$ cat src/rtl/regularization_mc.sv
// regularization_mc: per-channel debounce/dwell regularizer; REGULARIZATION_MC_STATS_EN adds o_glitch_count
module regularization_mc #(
  parameter int N = 4,
  parameter int CW = 16,
  parameter logic [N-1:0] RESET_VALUE = '0
) (
  input  logic          i_clk,
  input  logic          i_reset,
  input  logic [N-1:0]  i_signal,
  input  logic [N-1:0]  i_enable,
  input  logic [CW-1:0] i_debounce_time,
  input  logic [CW-1:0] i_dwell_time,
`ifdef REGULARIZATION_MC_STATS_EN
  output logic [N*16-1:0] o_glitch_count,
`endif
  output logic [N-1:0]  o_signal,
  output logic [N-1:0]  o_change,
  output logic [N-1:0]  o_locked
);
  typedef enum logic [1:0] {STABLE, DEBOUNCE, LOCK} state_t;
  logic [CW-1:0] thr;
  logic no_dwell;
  assign thr = (i_debounce_time == '0) ? CW'(1) : i_debounce_time;
  assign no_dwell = (i_dwell_time == '0);
  for (genvar i = 0; i < N; i++) begin : g_ch
    state_t st, nst;
    logic [CW-1:0] db, lk, ndb, nlk;
    logic s, out, chg, nout, nchg;
    always_ff @(posedge i_clk)
      if (!i_reset) begin
        st <= STABLE;
        db <= '0;
        lk <= '0;
        s <= RESET_VALUE[i];
        out <= RESET_VALUE[i];
        chg <= 1'b0;
      end else begin
        st <= nst;
        db <= ndb;
        lk <= nlk;
        s <= i_signal[i];
        out <= nout;
        chg <= nchg;
      end
    always_comb begin
      nst = st;
      ndb = db;
      nlk = lk;
      nout = out;
      nchg = 1'b0;
      if (!i_enable[i]) begin
        nst = STABLE;
        ndb = '0;
        nlk = '0;
        nout = s;
      end else if (st == STABLE) begin
        nst = (s != out) ? DEBOUNCE : STABLE;
        ndb = (s != out) ? CW'(1) : '0;
      end else if (st == DEBOUNCE) begin
        if (s == out) begin
          nst = STABLE;
          ndb = '0;
        end else if (db >= thr) begin
          nout = ~out;
          nchg = 1'b1;
          ndb = '0;
          nst = no_dwell ? STABLE : LOCK;
          nlk = no_dwell ? '0 : CW'(1);
        end else
          ndb = db + 1'b1;
      end else if (lk >= i_dwell_time) begin
        nst = STABLE;
        nlk = '0;
      end else
        nlk = lk + 1'b1;
    end
    assign o_signal[i] = out;
    assign o_change[i] = chg;
    assign o_locked[i] = (st == LOCK);
`ifdef REGULARIZATION_MC_STATS_EN
    logic [15:0] gc;
    logic glitch;
    assign glitch = i_enable[i] && (st == DEBOUNCE) && (s == out);
    always_ff @(posedge i_clk)
      if (!i_reset) gc <= '0;
      else if (glitch && gc != 16'hFFFF) gc <= gc + 16'd1;
    assign o_glitch_count[16*i +: 16] = gc;
`endif
  end
endmodule

$ cat config.mk
export PLATFORM = sky130hd
export DESIGN_NAME = regularization_mc
export DESIGN_NICKNAME = d
export VERILOG_FILES = /design/src/rtl/regularization_mc.sv
export SDC_FILE = /design/constraint.sdc
export NUM_CORES = 1
export LEC_CHECK = 0
export BUFFER_PORTS_ARGS = -buffer_cell sky130_fd_sc_hd__clkbuf_2
export CAP_MARGIN = 25
export CORE_UTILIZATION = 35
export CTS_BUF_LIST = sky130_fd_sc_hd__clkbuf_4 sky130_fd_sc_hd__clkbuf_8 sky130_fd_sc_hd__clkbuf_16
export CTS_CLUSTER_DIAMETER = 100
export DETAILED_ROUTE_END_ITERATION = 16
export PLACE_DENSITY = 0.5
export SLEW_MARGIN = 30
export SYNTH_ARGS = -nofsm -noshare
export SYNTH_HDL_FRONTEND = slang
export SYNTH_SLANG_ARGS = --single-unit
$ cat constraint.sdc
create_clock -name i_clk -period 3.1 [get_ports i_clk]
set_input_delay 0.465 -clock i_clk [delete_from_list [all_inputs] [get_ports i_clk]]
set_output_delay 0.465 -clock i_clk [all_outputs]
set_load 0.01 [all_outputs]
# Word-level counts from Yosys, hierarchy flattened

Cells that the tools add are included.

Flip-flop bits (word level): 148
Latch bits: 0
RAM bits: 0
ROM bits: 0
Input port bits: 42
Output and inout bits: 12
Logic and storage cells: 222
Memories: 0

Add/sub/neg operators: 8
Multiply operators: 0
Div/mod/pow operators: 0
Order comparisons: 8
Equality and inequality tests: 44
Shift-type cells: 0
Muxes and demuxes: 87
Bitwise gates (word level): 17
Reductions and logical operators: 34

Operator list:

| kind                                                                     | count |
|---|---|
| 16-bit two-way mux                                                       | 33 |
| 16-bit by 1-bit adder with 16-bit output (second input constant)         | 8 |
| 16-bit greater-or-equal comparator                                       | 8 |
| 2-bit two-way mux                                                        | 21 |
| 1-bit two-way mux                                                        | 33 |
| 16-bit zero test                                                         | 2 |
| 2-bit by 1-bit inequality test with 1-bit output (second input constant) | 12 |
| 2-bit inequality test (second input constant)                            | 12 |
| 5-bit OR reduction                                                       | 4 |
| 1-bit NOT                                                                | 17 |
| 4-bit by 2-bit inequality test with 1-bit output (second input constant) | 4 |
| 2-bit AND reduction                                                      | 8 |
| 4-bit AND reduction                                                      | 4 |
| 3-bit AND reduction                                                      | 4 |
| 3-bit nonzero test                                                       | 4 |
| 2-bit by 1-bit == test with 1-bit output (second input constant)         | 4 |
| 2-bit == test (second input constant)                                    | 4 |
| 2-bit zero test                                                          | 4 |
| 2-bit nonzero test                                                       | 4 |
| 1-bit == test                                                            | 4 |
| 1-bit inequality test                                                    | 4 |

# Longest topological paths before layout

Gate-level depths: netlist (run 1).

Word-level depth: 8
Mapped depth: 12

# Worst setup path after synthesis (run 1)

No wires, ideal clock.

Path kind: input-to-reg
Start point: in i_debounce_time[8]
End point: reg g_ch[0].lk[2]
Library setup time: 72 ps
Arrival time: 2840 ps
Slack: 188 ps
Cell stages on the path: 11
Buffers on the path: 1
Path through: nor4_1 a41o_1 ha_1 nand2b_4 a2111o_1 a32oi_2 nand2_4 a311oi_4 buf_6 a21oi_2 mux2i_1

Word-level cells in the longest chain between the ends: 5

RTL lines:

| item                                                           | RTL line | source |
|---|---|---|
| start: declaration                                             | 11       | `input logic [CW-1:0] i_debounce_time,` |
| 16-bit zero test                                               | 23       | `assign thr = (i_debounce_time == '0) ? CW'(1) : i_debounce_time;` |
| 16-bit two-way mux (*)                                         | 23       |  |
| 16-bit greater-or-equal comparator (*)                         | 63       | `end else if (db >= thr) begin` |
| 2-bit by 1-bit inequality test with 1-bit output (no line) (*) | -        |  |
| 3-bit AND reduction (no line) (*)                              | -        |  |
| end signal: assignment                                         | 40       | `lk <= nlk;` |
| end: declaration                                               | 27       | `logic [CW-1:0] db, lk, ndb, nlk;` |

Every way passes the cells marked *; elsewhere a longest branch is shown, timed or not.
A chain may end at the register's enable or synchronous reset.

# Final worst setup path (run 1)

Start point: in i_debounce_time[4]
End point: reg g_ch[2].db[3]

Word-level cells in the longest chain between the ends: 7

RTL lines:

| item                                   | RTL line | source |
|---|---|---|
| 16-bit zero test                       | 23       |  |
| 16-bit two-way mux (*)                 | 23       |  |
| 16-bit greater-or-equal comparator (*) | 63       |  |
| 16-bit two-way mux (*)                 | 63       |  |
| 16-bit two-way mux (*)                 | 60       | `if (s == out) begin` |
| 16-bit two-way mux (*)                 | 59       | `end else if (st == DEBOUNCE) begin` |
| 16-bit two-way mux (*)                 | 56       | `end else if (st == STABLE) begin` |
| end signal: assignment                 | 39       | `db <= ndb;` |
| end: declaration                       | 27       |  |

Every way passes the cells marked *; elsewhere a longest branch is shown, timed or not. The select of a mux whose other input is x is not followed.

==> impl_metrics.yaml, run 1 <==
status:
  status: "finished, final reports clean"
pwr:
  p_leak_uw: 0.00484
  vdd_drop_max_uv: 345
  power-per-cell-area_nw_per_um2: 375
  power_uw: 4440
final_layout:
  diodes: 0
  final_cells: 1745
  multiInputGateArea_um2: 6810
  seq_area_um2: 2960
  final_cell_mix: "148 x dfxtp_1, 136 x ha_1, 126 x nand2_1, 103 x a21oi_1, 101 x o21ai_0"
  layout-drive-gt1-share_pct: 12.8
  layout.nets: 1526
  fillers: 2930
  final_cell_area_um2: 11800
  final_common_cell: "dfxtp_1"
  syn_to_final_growth_pct: 15.4
grt:
  grt_max_degree: 34
  grt_pass1_wl_um: 45700
  grt_use_met3_pct: 2.77
  grtUsageTotal_pct: 19.0
  grt_most_used_layer: "met2"
  globalRouteMet1Util_pct: 25.3
  antenna_found_initial: 0
  overflow: 0
  first_global_vias: 8678
  met2_usage_pct: 32.0
yosys:
  yosysTopAreaCellShare_pct: 28.9
  yosysWarningCount: 0
  synthesis.nets: 1445
  synth-edff-count: 0
  yosysTopAreaCell: "dfxtp_1"
  syn_area_per_cell_um2: 8.10
  synth_seq_cells: 148
  ys_types: 78
  synthCells: 1267
  synthFlopType: "dfxtp_1"
  synthTopCellsByArea: "dfxtp_1 29%, ha_1 17%, a21oi_1 5.0%, o21ai_0 4.9%, nand2_1 4.6%"
  netlist_area_um2: 10300
  ys_seq_area_share_pct: 28.9
  async_flop_share_pct: 0
worst_setup_path:
  rr_startpoint: "g_ch[2].db[0]"
  r2r-end: "g_ch[2].db[3]"
  path_class: "in2reg"
  worstPathArrival_ns: 3.20
  startpoint_type: "input port"
  worstSetupEndpointType: "register"
  setup.worst_path.start: "i_debounce_time[4]"
  ff2ff_path_depth: 9
  crit_fanout: 4
  worstPathRequired_ns: 3.47
  rrSetupSlack_ns: 0.50
cts:
  cts_sinks: 148
  cts-root-buf: "clkbuf_16"
  cts_setup_buffers: 0
  clock_path_buffers: 2
  clk_pin_slew_ns: 0.07
  insertion_delay_ns: 0.44
  cts_tree: "yes"
  cts-buffers-inserted: 17
  htree_levels: 4
place:
  dp_cells: 1713
  place_ws_ns: -0.229
  dpl_cell_area_um2: 11200
  dp_hpwl_um: 21200
  port_buffers: 53
  gp_congestion: 0.824
floorplan:
  core_area_um2: 28800
  die_x_um: 173
  start_util_pct: 35.6
  num_rows: 62
  fp.dieH_um: 173
  dieArea_um2: 30000
  io-pin-count: 54
timing:
  hold_viol_final: 0
  rsz0062_at_grt: "no"
  max_slew_margin_pct: 53.2
  tightest_slew_ns: 0.700
  post-route-period-util_pct: 91.4
  slew_violations: 0
  setup_violations: 0
  period_needed_ns: 2.83
  max_freq_ghz: 0.353
  clock_skew_ns: 0.0104
  fin_ws_ns: 0.267
  finalSetupTns_ns: 0
flow_run:
  drv_cap: 0
drt:
  drtIter0Drc: 546
  dr.pass1.iters: 4
  ant_nets: 0
  vias: 9401
  avgRoutedWirePerCell_um: 16.1
  wl_um: 28100
  vias_per_cell: 5.39
  drcViolationCount: 0
min_path:
  holdPathStages: 2
  hold_class: "in2reg"
  hold_path.startpoint: "i_enable[1]"
  holdPathEnd: "g_ch[1].out"
[repair_timing]
| item | CTS | global route |
|---|---|---|
| resized for setup | 0 | 1 |
| setup endpoints to repair | 0 | 1 |
| hold buffers | 0 | 0 |
[sequential cells by signal, summed over array words and instances, names as in the netlist]
| register | flops |
|---|---|
| g_ch.chg | 4 |
| g_ch.db | 64 |
| g_ch.lk | 64 |
| g_ch.out | 4 |
| g_ch.s | 4 |
| g_ch.st | 8 |
[worst max-delay path by stage]
stage | to | slack, ns
finish | g_ch[2].db[3] | 0.27
floorplan | g_ch[0].lk[2] | 0.19
CTS | g_ch[2].db[3] | 0.21
detailed placement | g_ch[2].db[4] | -0.23
global route | g_ch[2].db[3] | 0.06
global placement | g_ch[0].lk[7] | -0.13
[critical path: stages]
cell	delay, ns
clkbuf_2	0.09
nor4_1	0.31
a41o_2	0.32
ha_1	0.24
nand2b_1	0.13
a2111oi_0	0.46
nand3b_1	0.21
nand3_1	0.14
or2_2	0.34
or3_1	0.34
a21oi_1	0.15
[cells in the mapped netlist, types with 4 or more instances]
cell type	number
a211o_1	5
a211oi_1	13
a21o_1	20
a21oi_1	103
a22oi_1	11
a311oi_1	11
a31o_2	4
a31oi_1	13
and2_1	14
and3_1	34
and4_1	8
buf_2	5
buf_4	11
clkbuf_1	28
dfxtp_1	148
ha_1	136
inv_1	68
mux2i_1	13
nand2_1	126
nand2b_1	20
nand3_1	67
nand3b_1	13
nand4_1	21
nor2_1	65
nor2b_1	12
nor3_1	39
nor4_1	15
o211ai_1	6
o21ai_0	101
o31ai_1	13
or2_2	5
or3_1	21
or4_1	10
xnor2_1	6
xor2_1	20
[logic make-up (layout without fill, tap and decap cells)]
| family | count (synthesis) | after routing | share of synthesized area, % |
|---|---|---|---|
| AOI/OAI and AO/OA | 341 | 341 | 21.5 |
| xor gates and xnor gates | 26 | 26 | 2.22 |
| adders and majority gates | 136 | 136 | 16.6 |
| buffers and inverters | 115 | 209 | 4.74 |
| DFF | 148 | 148 | 28.9 |
| muxes | 13 | 13 | 1.27 |
| and+or+nand+nor | 488 | 488 | 24.8 |
[routing by layer]
| layer | part of all wire, % | routed length [µm] | vias up |
|---|---|---|---|
| met4 | 1.1 | 300 | 0 |
| met3 | 3.1 | 858 | 24 |
| li1 | - | - | 4863 |
| met5 | 0 | 0 | - |
| met1 | 49 | 13900 | 4385 |
| met2 | 46 | 13000 | 129 |
[stage by stage]
stage / utilization (%) / hold WS (ns)
final: 41.1 / 0.228
after global routing: 41.1 / 0.218
after global placement: 39.0 / 0.471
after detailed placement: 39.0 / 0.470
after CTS: 41.1 / 0.208
after floorplan: - / 0.440
[where the power goes]
group / internal (µW) / total [µW] / switching, µW / leakage, µW
registers: 1910 / 1930 / 14.1 / 0.00119
clock network: 1230 / 2160 / 934 / 0.000273
logic: 139 / 355 / 216 / 0.00338
[cell type report]
type,count,area share [%]
sequential,148,25.0
multi-input combinational,1004,57.5
inverter,69,2.19
clock buffer,19,3.77
timing repair buffer,108,6.15
tap,384,4.06
clock inverter,13,1.26
No activity file was read; power rests on OpenSTA's default activity.
==> inputs of run 2 (changes only) <==
--- a/config.mk
+++ b/config.mk
@@ -11,7 +11,7 @@
 export CTS_BUF_LIST = sky130_fd_sc_hd__clkbuf_4 sky130_fd_sc_hd__clkbuf_8 sky130_fd_sc_hd__clkbuf_16
 export CTS_CLUSTER_DIAMETER = 100
 export DETAILED_ROUTE_END_ITERATION = 16
-export PLACE_DENSITY = 0.5
+export PLACE_DENSITY = 0.51
 export SLEW_MARGIN = 30
 export SYNTH_ARGS = -nofsm -noshare
 export SYNTH_HDL_FRONTEND = slang
==> constraint.sdc (replaced) <==
create_clock -name i_clk -period 2.3 [get_ports i_clk]
set_input_delay 0.345 -clock i_clk [delete_from_list [all_inputs] [get_ports i_clk]]
set_output_delay 0.345 -clock i_clk [all_outputs]
set_load 0.01 [all_outputs]
==> impl_metrics.yaml, run 2 (synthesized netlist as in run 1, its figures left out) <==
worst_setup_path:
  worstPathRequired_ns: 2.64
  crit_chain: "buf_8 -> nor4_4 -> a41o_2 -> buf_6 -> ha_4 -> nand2b_4 -> a211o_1 -> a21oi_2 -> o21ai_4 -> nor2b_4 -> buf_12 -> buf_6 -> nand2b_4 -> a311oi_2"
  cpMaxStageDelayCell: "a41o_2"
  worstPathArrival_ns: 2.85
  startpoint_type: "input port"
  crit_buf_inv: 4
  worstSetupEndpointType: "register"
  path_class: "in2reg"
  slowest_delay_ns: 0.29
  cp_top_family: "compound AO/OA/AOI/OAI gates"
  crit_fanout: 8
floorplan:
  core_area_um2: 28800
  start_util_pct: 35.6
  io-pin-count: 54
  dieArea_um2: 30000
  fp.dieH_um: 173
  die_x_um: 173
  num_rows: 62
final_layout:
  diodes: 0
  postLayoutCoreUtil_pct: 51.2
  syn_to_final_growth_pct: 43.6
  final_cell_area_um2: 14700
  layout-drive-gt1-share_pct: 34.6
  final_common_cell: "buf_4"
  final_cell_mix: "224 x buf_4, 145 x dfxtp_1, 130 x ha_1, 118 x nand2_1, 67 x inv_1"
  layout.nets: 1739
  final_cells: 1958
  biggestRegsByFlops: "g_ch.db: 64 flops, g_ch.lk: 64 flops, g_ch.st: 8 flops"
grt:
  antenna_found_initial: 0
  grtUsageTotal_pct: 20.1
  grt_pass1_wl_um: 48900
  grt_max_degree: 34
  first_global_vias: 9651
  overflow: 0
status:
  status: "finished, violations left"
  violations: "negative setup slack"
place:
  dp_cells: 1886
  dp_hpwl_um: 22700
  dpl_cell_area_um2: 13000
  port_buffers: 53
  gp_congestion: 0.800
timing:
  finalSetupTns_ns: -12.74
  hold_viol_final: 0
  slew_violations: 0
  rsz0062_at_grt: "yes"
  setup_violations: 120
  tightest_slew_ns: 0.557
  max_slew_margin_pct: 62.8
  period_needed_ns: 2.51
  post-route-period-util_pct: 109
  clock_skew_ns: 0.0129
  fin_ws_ns: -0.212
  max_freq_ghz: 0.398
pwr:
  power_frac_clock_pct: 46.0
  internal_power_uw: 4490
  pwr-share-seq_pct: 42.7
  p_sw_uw: 1580
  swShare_pct: 26.1
  power-per-cell-area_nw_per_um2: 412
  vdd_drop_max_uv: 410
  power_frac_comb_pct: 11.3
  p_leak_uw: 0.00627
drt:
  avgRoutedWirePerCell_um: 15.8
  drtIter0Drc: 443
  wl_um: 30900
  drcViolationCount: 0
  vias_per_cell: 5.26
  dr.pass1.iters: 5
  vias: 10300
  ant_nets: 0
cts:
  ctsHoldBuffers: 0
  cts_tree: "yes"
  cts-buffers-inserted: 17
  cts-root-buf: "clkbuf_16"
  clock_path_buffers: 2
  insertion_delay_ns: 0.44
  htree_levels: 4
  cts_sinks: 148
  clk_pin_slew_ns: 0.07
flow_run:
  drv_cap: 0
min_path:
  hold_class: "in2reg"
-- run 2: worst register-to-register path, stage by stage, from the launching register on --
cell and delay [ns]:
dfxtp_2 0.34, ha_1 0.29, and4_1 0.23, o211ai_1 0.19, o21ai_4 0.26, buf_6 0.14, a31oi_4 0.08, buf_12 0.19
or4_4 0.52, a21oi_2 0.14
-- run 2: what timing repair did --
| action | CTS | global route |
|---|---|---|
| buffers inserted | 17 | 16 |
| resized for setup | 57 | 142 |
| cloned | 3 | 4 |
| pin swaps | 20 | 62 |
| setup endpoints to repair | 126 | 139 |
-- run 2: stage by stage --
stage	setup slack (ns)	hold slack (ns)	total power, µW
after detailed placement	-0.690	0.475	3250
after global placement	-0.650	0.471	3240
final	-0.212	0.116	6070
after CTS	-0.169	0.0938	6090
after global routing	-0.309	0.109	6320
after floorplan	-0.389	0.435	2960
-- run 2: routing by layer --
layer | vias to the layer above | global-route usage (%) | wire length [µm]
met5 | - | 0 | 0
met4 | 0 | 5.16 | 427
met3 | 32 | 3.03 | 1030
met2 | 158 | 33.2 | 14600
met1 | 4815 | 27.4 | 14800
li1 | 5293 | - | -
-- run 2: power by group through the flow --
stage	logic, µW	clock network [µW]	registers [µW]
after floorplan	311	0	2650
after global placement	585	0	2650
after detailed placement	594	0	2650
after CTS	625	2870	2590
after global routing	757	2970	2600
final	685	2790	2590
-- run 2: worst paths after layout --
check                startpoint             end  slack [ns]  depth (start not counted)
max          i_debounce_time[8]   g_ch[1].db[8]       -0.21                         14
min                 i_signal[1]       g_ch[1].s        0.12                          2
max reg2reg      g_ch[1].db[13]  g_ch[1].lk[14]       -0.15                          9
min reg2reg      g_ch[3].lk[15]  g_ch[3].lk[15]        0.49                          2
-- run 2: cell type report --
| cell class | count | area, µm² |
|---|---|---|
| repair buffers | 320 | 2640 |
| well taps | 384 | 480 |
| clock buffers | 21 | 474 |
| fillers | 2735 | 14000 |
| clock inverters | 11 | 103 |
| flip-flops and latches | 148 | 2970 |
| multi-input cells | 1005 | 7810 |
| inverters | 69 | 259 |
